===== src/rtl/keypad_pkg.sv =====
// Shared types, constants and small decode helpers for the 4x3 keypad scanner.
package keypad_pkg;

    localparam int ROW_W     = 4;
    localparam int COL_W     = 3;
    localparam int COL_IDX_W = 2;
    localparam int KEY_W     = 4;

    localparam logic [KEY_W-1:0] KEY_STAR = 4'hA;
    localparam logic [KEY_W-1:0] KEY_HASH = 4'hB;

    typedef enum logic [1:0] {
        ST_SCAN,
        ST_PRESS_DB,
        ST_HOLD,
        ST_RELEASE_DB
    } state_t;

    typedef logic [COL_IDX_W-1:0] col_idx_t;

    // True when exactly one of the active-low rows is pulled down.
    function automatic logic one_row_low(input logic [ROW_W-1:0] rows);
        return $onehot(~rows);
    endfunction

    function automatic logic [1:0] row_index(input logic [ROW_W-1:0] rows);
        logic [1:0] idx;
        idx = 2'd0;
        for (int i = 0; i < ROW_W; i++) begin
            if (!rows[i]) idx = 2'(i);
        end
        return idx;
    endfunction

    function automatic logic [COL_W-1:0] col_drive(input col_idx_t idx);
        return ~(COL_W'(1) << idx);
    endfunction

    function automatic col_idx_t next_col(input col_idx_t idx);
        return (idx == col_idx_t'(COL_W - 1)) ? '0 : idx + 1'b1;
    endfunction

    // Rows 0-2 hold digits 1-9 in reading order; row 3 is *, 0, #.
    function automatic logic [KEY_W-1:0] key_code(input logic [1:0] row, input col_idx_t col);
        logic [KEY_W-1:0] code;
        if (row == 2'd3) begin
            case (col)
                2'd0:    code = KEY_STAR;
                2'd1:    code = 4'd0;
                default: code = KEY_HASH;
            endcase
        end else begin
            code = ({2'b00, row} * 4'd3) + {2'b00, col} + 4'd1;
        end
        return code;
    endfunction

endpackage


===== src/rtl/keypad_sync.sv =====
// Two-flop synchronizer for asynchronous inputs, with a configurable reset value.
module keypad_sync #(
    parameter int               WIDTH     = 4,
    parameter logic [WIDTH-1:0] RESET_VAL = '1
) (
    input  logic             clk,
    input  logic             reset,
    input  logic [WIDTH-1:0] d,
    output logic [WIDTH-1:0] q
);

    logic [WIDTH-1:0] meta_reg;
    logic [WIDTH-1:0] sync_reg;

    always_ff @(posedge clk or posedge reset) begin
        if (reset) begin
            meta_reg <= RESET_VAL;
            sync_reg <= RESET_VAL;
        end else begin
            meta_reg <= d;
            sync_reg <= meta_reg;
        end
    end

    assign q = sync_reg;

endmodule


===== src/rtl/keypad_scanner.sv =====
// 4x3 matrix keypad scanner: column scan, press/release debounce and key decode.
module keypad_scanner
    import keypad_pkg::*;
#(
    parameter int SCAN_CYCLES     = 1000,
    parameter int DEBOUNCE_CYCLES = 20000
) (
    input  logic             clk,
    input  logic             reset,
    input  logic [ROW_W-1:0] row_in,
    output logic [COL_W-1:0] col_out,
    output logic [KEY_W-1:0] data,
    output logic             is_pressed,
    output logic             is_star_pressed,
    output logic             is_hash_pressed,
    output logic             key_held
);

    localparam int CNT_SPAN = (SCAN_CYCLES > DEBOUNCE_CYCLES) ? SCAN_CYCLES : DEBOUNCE_CYCLES;
    localparam int CNT_W    = $clog2(CNT_SPAN) + 1;

    localparam logic [CNT_W-1:0] SCAN_LAST = CNT_W'(SCAN_CYCLES - 1);
    localparam logic [CNT_W-1:0] DB_LAST   = CNT_W'(DEBOUNCE_CYCLES - 1);
    localparam logic [CNT_W-1:0] CNT_SAT   = '1;

    logic [ROW_W-1:0] rows_sync;
    state_t           state_reg;
    col_idx_t         col_idx_reg;
    col_idx_t         col_d1_reg;
    col_idx_t         col_d2_reg;
    logic [ROW_W-1:0] sample_reg;
    logic [CNT_W-1:0] scan_cnt_reg;
    logic [CNT_W-1:0] db_cnt_reg;
    logic [COL_W-1:0] col_out_reg;
    logic [KEY_W-1:0] data_reg;
    logic             is_pressed_reg;
    logic             is_star_reg;
    logic             is_hash_reg;
    logic             key_held_reg;
    logic             settled;
    logic [KEY_W-1:0] key_now;

    keypad_sync #(
        .WIDTH     (ROW_W),
        .RESET_VAL ({ROW_W{1'b1}})
    ) u_row_sync (
        .clk   (clk),
        .reset (reset),
        .d     (row_in),
        .q     (rows_sync)
    );

    // rows_sync lags the column drive by the synchronizer depth, so col_d2_reg
    // names the column whose response is currently visible. Row samples are
    // only trusted once that column matches the one being driven.
    assign settled = (col_d2_reg == col_idx_reg);
    assign key_now = key_code(row_index(sample_reg), col_idx_reg);

    always_ff @(posedge clk or posedge reset) begin
        if (reset) begin
            state_reg      <= ST_SCAN;
            col_idx_reg    <= '0;
            col_d1_reg     <= '0;
            col_d2_reg     <= '0;
            sample_reg     <= '1;
            scan_cnt_reg   <= '0;
            db_cnt_reg     <= '0;
            col_out_reg    <= 3'b110;
            data_reg       <= '0;
            is_pressed_reg <= 1'b0;
            is_star_reg    <= 1'b0;
            is_hash_reg    <= 1'b0;
            key_held_reg   <= 1'b0;
        end else begin
            col_d1_reg     <= col_idx_reg;
            col_d2_reg     <= col_d1_reg;
            is_pressed_reg <= 1'b0;
            is_star_reg    <= 1'b0;
            is_hash_reg    <= 1'b0;

            case (state_reg)
                ST_SCAN: begin
                    db_cnt_reg <= '0;
                    if (one_row_low(rows_sync)) begin
                        // Snap back to the column that actually produced this sample.
                        state_reg    <= ST_PRESS_DB;
                        sample_reg   <= rows_sync;
                        col_idx_reg  <= col_d2_reg;
                        col_out_reg  <= col_drive(col_d2_reg);
                        scan_cnt_reg <= '0;
                    end else if (scan_cnt_reg >= SCAN_LAST) begin
                        col_idx_reg  <= next_col(col_idx_reg);
                        col_out_reg  <= col_drive(next_col(col_idx_reg));
                        scan_cnt_reg <= '0;
                    end else if (scan_cnt_reg != CNT_SAT) begin
                        scan_cnt_reg <= scan_cnt_reg + 1'b1;
                    end
                end

                ST_PRESS_DB: begin
                    if (settled) begin
                        if (rows_sync != sample_reg) begin
                            state_reg    <= ST_SCAN;
                            db_cnt_reg   <= '0;
                            scan_cnt_reg <= '0;
                        end else if (db_cnt_reg >= DB_LAST) begin
                            if (key_now == KEY_STAR) begin
                                is_star_reg <= 1'b1;
                            end else if (key_now == KEY_HASH) begin
                                is_hash_reg <= 1'b1;
                            end else begin
                                is_pressed_reg <= 1'b1;
                                data_reg       <= key_now;
                            end
                            key_held_reg <= 1'b1;
                            db_cnt_reg   <= '0;
                            state_reg    <= ST_HOLD;
                        end else if (db_cnt_reg != CNT_SAT) begin
                            db_cnt_reg <= db_cnt_reg + 1'b1;
                        end
                    end
                end

                ST_HOLD: begin
                    if (settled && rows_sync == {ROW_W{1'b1}}) begin
                        state_reg  <= ST_RELEASE_DB;
                        db_cnt_reg <= '0;
                    end
                end

                ST_RELEASE_DB: begin
                    if (settled) begin
                        if (rows_sync != {ROW_W{1'b1}}) begin
                            state_reg  <= ST_HOLD;
                            db_cnt_reg <= '0;
                        end else if (db_cnt_reg >= DB_LAST) begin
                            key_held_reg <= 1'b0;
                            db_cnt_reg   <= '0;
                            scan_cnt_reg <= '0;
                            col_idx_reg  <= next_col(col_idx_reg);
                            col_out_reg  <= col_drive(next_col(col_idx_reg));
                            state_reg    <= ST_SCAN;
                        end else if (db_cnt_reg != CNT_SAT) begin
                            db_cnt_reg <= db_cnt_reg + 1'b1;
                        end
                    end
                end

                default: state_reg <= ST_SCAN;
            endcase
        end
    end

    assign col_out         = col_out_reg;
    assign data            = data_reg;
    assign is_pressed      = is_pressed_reg;
    assign is_star_pressed = is_star_reg;
    assign is_hash_pressed = is_hash_reg;
    assign key_held        = key_held_reg;

endmodule


===== config.mk =====
export PLATFORM = sky130hd
export DESIGN_NAME = keypad_scanner
export DESIGN_NICKNAME = d
export VERILOG_FILES = /design/src/rtl/keypad_pkg.sv /design/src/rtl/keypad_sync.sv /design/src/rtl/keypad_scanner.sv
export SDC_FILE = /design/constraint.sdc
export NUM_CORES = 1
export LEC_CHECK = 0
export BUFFER_PORTS_ARGS = -buffer_cell sky130_fd_sc_hd__buf_2
export CAP_MARGIN = 10
export CORE_MARGIN = 4
export CORE_UTILIZATION = 61
export DETAILED_ROUTE_END_ITERATION = 12
export PLACE_DENSITY = 0.79
export SKIP_LAST_GASP = 1
export SLEW_MARGIN = 10
export SYNTH_ARGS = -nofsm -noshare
export SYNTH_HDL_FRONTEND = slang
export SYNTH_SLANG_ARGS = --single-unit
export TNS_END_PERCENT = 10

===== constraint.sdc =====
create_clock -name clk -period 4.5 [get_ports clk]
set_clock_uncertainty 0.1 [all_clocks]
set_input_delay 0.675 -clock clk [delete_from_list [all_inputs] [get_ports clk]]
set_output_delay 0.675 -clock clk [all_outputs]
set_load 0.02 [all_outputs]

==> results.json <==
{
  "drive_gt1_share_pct": 17.62,
  "gp_congestion": 0.8584,
  "drtAntennaViolNets": 0,
  "dpl.cell_count": 423,
  "hold_viol": 0,
  "hp-class": "in -> async",
  "holdWs_ns": 0.2388,
  "first_iter_violations": 209,
  "core_um2": 5270,
  "cts-root-buf": "clkbuf_8",
  "cts_hold_buf": 0,
  "via_count": 2760,
  "start_util_pct": 64.53,
  "rrSetupSlack_ns": 0.99,
  "cp_data_arrival_time_ns": 3.64,
  "reg2reg_to": "data[0]$_DFFE_PP0P_",
  "layout.cells.non_filler": 439,
  "synth.cell_area_um2": 3401,
  "grt_pass1_vias": 2653,
  "rows": 26,
  "n_fill_cell": 406,
  "die_height_um": 82.67,
  "synthFlopType": "dfrtp_1",
  "cts_buffer_depth": 2,
  "syn2layout_area_growth_pct": 10.49,
  "worstSkewPairLatency_ns": 0.35,
  "antenna_found_initial": 0,
  "slew-limit-headroom_pct": 26.60,
  "worst-setup-path-type": "reg -> reg",
  "ys_ff_latch": 63,
  "cts.sinks": 63,
  "slew_violations": 0,
  "status": "finished clean",
  "globalRoute.totalOverflow": 0,
  "drtPass1Iterations": 4,
  "cts_made_buffers": 9,
  "cp_max_fo": 5,
  "end_kind": "flip-flop",
  "yosysUniqueCellTypes": 56,
  "p_leak_nw": 1.607,
  "htree_levels": 3,
  "cts_resized": 0,
  "cts_tree": "yes",
  "min_period_ns": 3.509,
  "power.density_nw_per_um2": 631.5,
  "grt_max_degree": 40,
  "ys_warn_count": 0,
  "cts.clk_slew.worst_paths_ns": 0.07,
  "synth_cells": 344,
  "startpoint_type": "flip-flop",
  "final_common_cell": "dfrtp_1",
  "final_cell_mix": "49 x dfrtp_1, 31 x inv_1, 23 x a21oi_1",
  "track_usage_pct": 23.23,
  "syn_nets": 366,
  "synth_edf_count": 0,
  "worstRegToRegCells": 11,
  "nNetsFinal": 386,
  "ir_drop_v": 0.0003014,
  "required_ns": 4.63,
  "fin_setup_tns_ns": 0,
  "fmax_mhz": 285.0,
  "io_pins": 17,
  "grt_pass1_wl_um": 11940,
  "cap_viol_max_count": 0,
  "port-buffer-count": 16,
  "die_area_um2": 6834,
  "setup_slack_ns": 0.9910,
  "postCtsSetupRepairBufs": 0,
  "max_slew.worst_pin.slew_ns": 1.093,
  "routed_wl_um": 7055,
  "async_flop_share_pct": 100.0,
  "dieWidth_um": 82.67,
  "grt_setup_unrepaired": "false",
  "pre_cts_slack_ns": 1.020,
  "num_antenna_cells": 0,
  "fin_crit_sh_pct": 77.98,
  "routedWlPerCell_um": 16.07,
  "yosysSeqAreaShare_pct": 46.87,
  "r2r_start": "sample_reg[2]$_DFFE_PP1P_",
  "vias_per_cell": 6.287,
  "setup_viol": 0,
  "fin_total_pwr_mw": 2.373,
  "dp_hpwl_um": 4898,
  "drc_errors": 0,
  "syn_avg_cell_area_um2": 9.886
}
-- cell type report --
type	count	area, um^2	area share (%)
multi-input combinational	239	1644	43.76
sequential	63	1594	42.42
clock buffer	13	168.9	4.496
inverter	32	120.1	3.197
timing repair buffer	19	102.6	2.731
tap	70	87.58	2.331
clock inverter	3	40.04	1.066
-- how the worst max path moves through the flow --
stage,slack [ns],end,from
2_1_floorplan,1.37,data[0]$_DFFE_PP0P_,sample_reg[2]$_DFFE_PP1P_
3_3_place_gp,1.20,data[3]$_DFFE_PP0P_,sample_reg[2]$_DFFE_PP1P_
3_5_place_dp,1.02,data[0]$_DFFE_PP0P_,sample_reg[2]$_DFFE_PP1P_
4_1_cts,1.01,data[0]$_DFFE_PP0P_,sample_reg[2]$_DFFE_PP1P_
5_1_grt,0.70,data[0]$_DFFE_PP0P_,sample_reg[2]$_DFFE_PP1P_
6_report,0.99,data[0]$_DFFE_PP0P_,sample_reg[2]$_DFFE_PP1P_
-- where the power goes --
part	leakage, nW	switching [mW]	total [mW]	internal, mW
Clock	0.109	0.214	0.513	0.299
Sequential	0.814	0.0837	0.758	0.675
Combinational	0.684	0.712	1.10	0.389
Total	1.61	1.01	2.37	1.36
-- cell families (layout without fill, tap and decap cells) --
| group | count (synthesis) | count (layout) | share of synthesized area, % |
|---|---|---|---|
| AO/OA/AOI/OAI | 88 | 88 | 16.96 |
| XOR/XNOR | 9 | 9 | 2.318 |
| adder cells (fa/ha/maj) | 16 | 16 | 6.549 |
| buffers and inverters | 42 | 67 | 4.783 |
| flip-flops | 63 | 63 | 46.87 |
| multiplexers | 11 | 11 | 3.569 |
| AND/OR/NAND/NOR | 115 | 115 | 18.95 |
-- layer usage --
| metal | GRT usage [%] | part of all wire (%) | vias up | routed length, um |
|---|---|---|---|---|
| li1 | - | - | 1321 | - |
| met1 | 29.78 | 45 | 1339 | 3191 |
| met2 | 36.14 | 47 | 83 | 3328 |
| met3 | 6.508 | 5.5 | 17 | 385 |
| met4 | 11.44 | 2.1 | 0 | 149 |
| met5 | 0 | 0 | - | 0 |
-- cell usage after synthesis (7+ instances only) --
library cell | count | area share, %
nor3_1 | 10 | 1.5
o31ai_1 | 9 | 2.0
nand2_1 | 16 | 1.8
a21oi_1 | 23 | 3.4
nand4_1 | 9 | 1.7
nand3_1 | 18 | 2.6
or3_1 | 7 | 1.3
nor2_1 | 17 | 1.9
inv_1 | 32 | 3.5
o21ai_0 | 18 | 2.6
dfstp_2 | 14 | 11
dfrtp_1 | 49 | 36
ha_1 | 13 | 4.8
nor4_1 | 7 | 1.3
mux2_2 | 9 | 3.0
a211oi_1 | 7 | 1.5
-- worst max-delay path: stages, from the launching register on --
cell	delay [ns]
dfstp_2	0.55
inv_1	0.05
o21ai_0	0.34
inv_1	0.10
fa_1	0.54
inv_1	0.06
ha_1	0.27
a21o_1	0.15
a211oi_1	0.33
a21oi_1	0.11
nor4_2	0.39
mux2_2	0.39
-- per-stage QoR --
step / area [um^2] / utilization (%)
5_1_grt: 3757 / 71.30
2_1_floorplan: 3401 / -
6_report: 3757 / 71.30
4_1_cts: 3757 / 71.30
3_5_place_dp: 3548 / 67.33
3_3_place_gp: 3548 / 67.33
(Power assumes the default switching activity.)
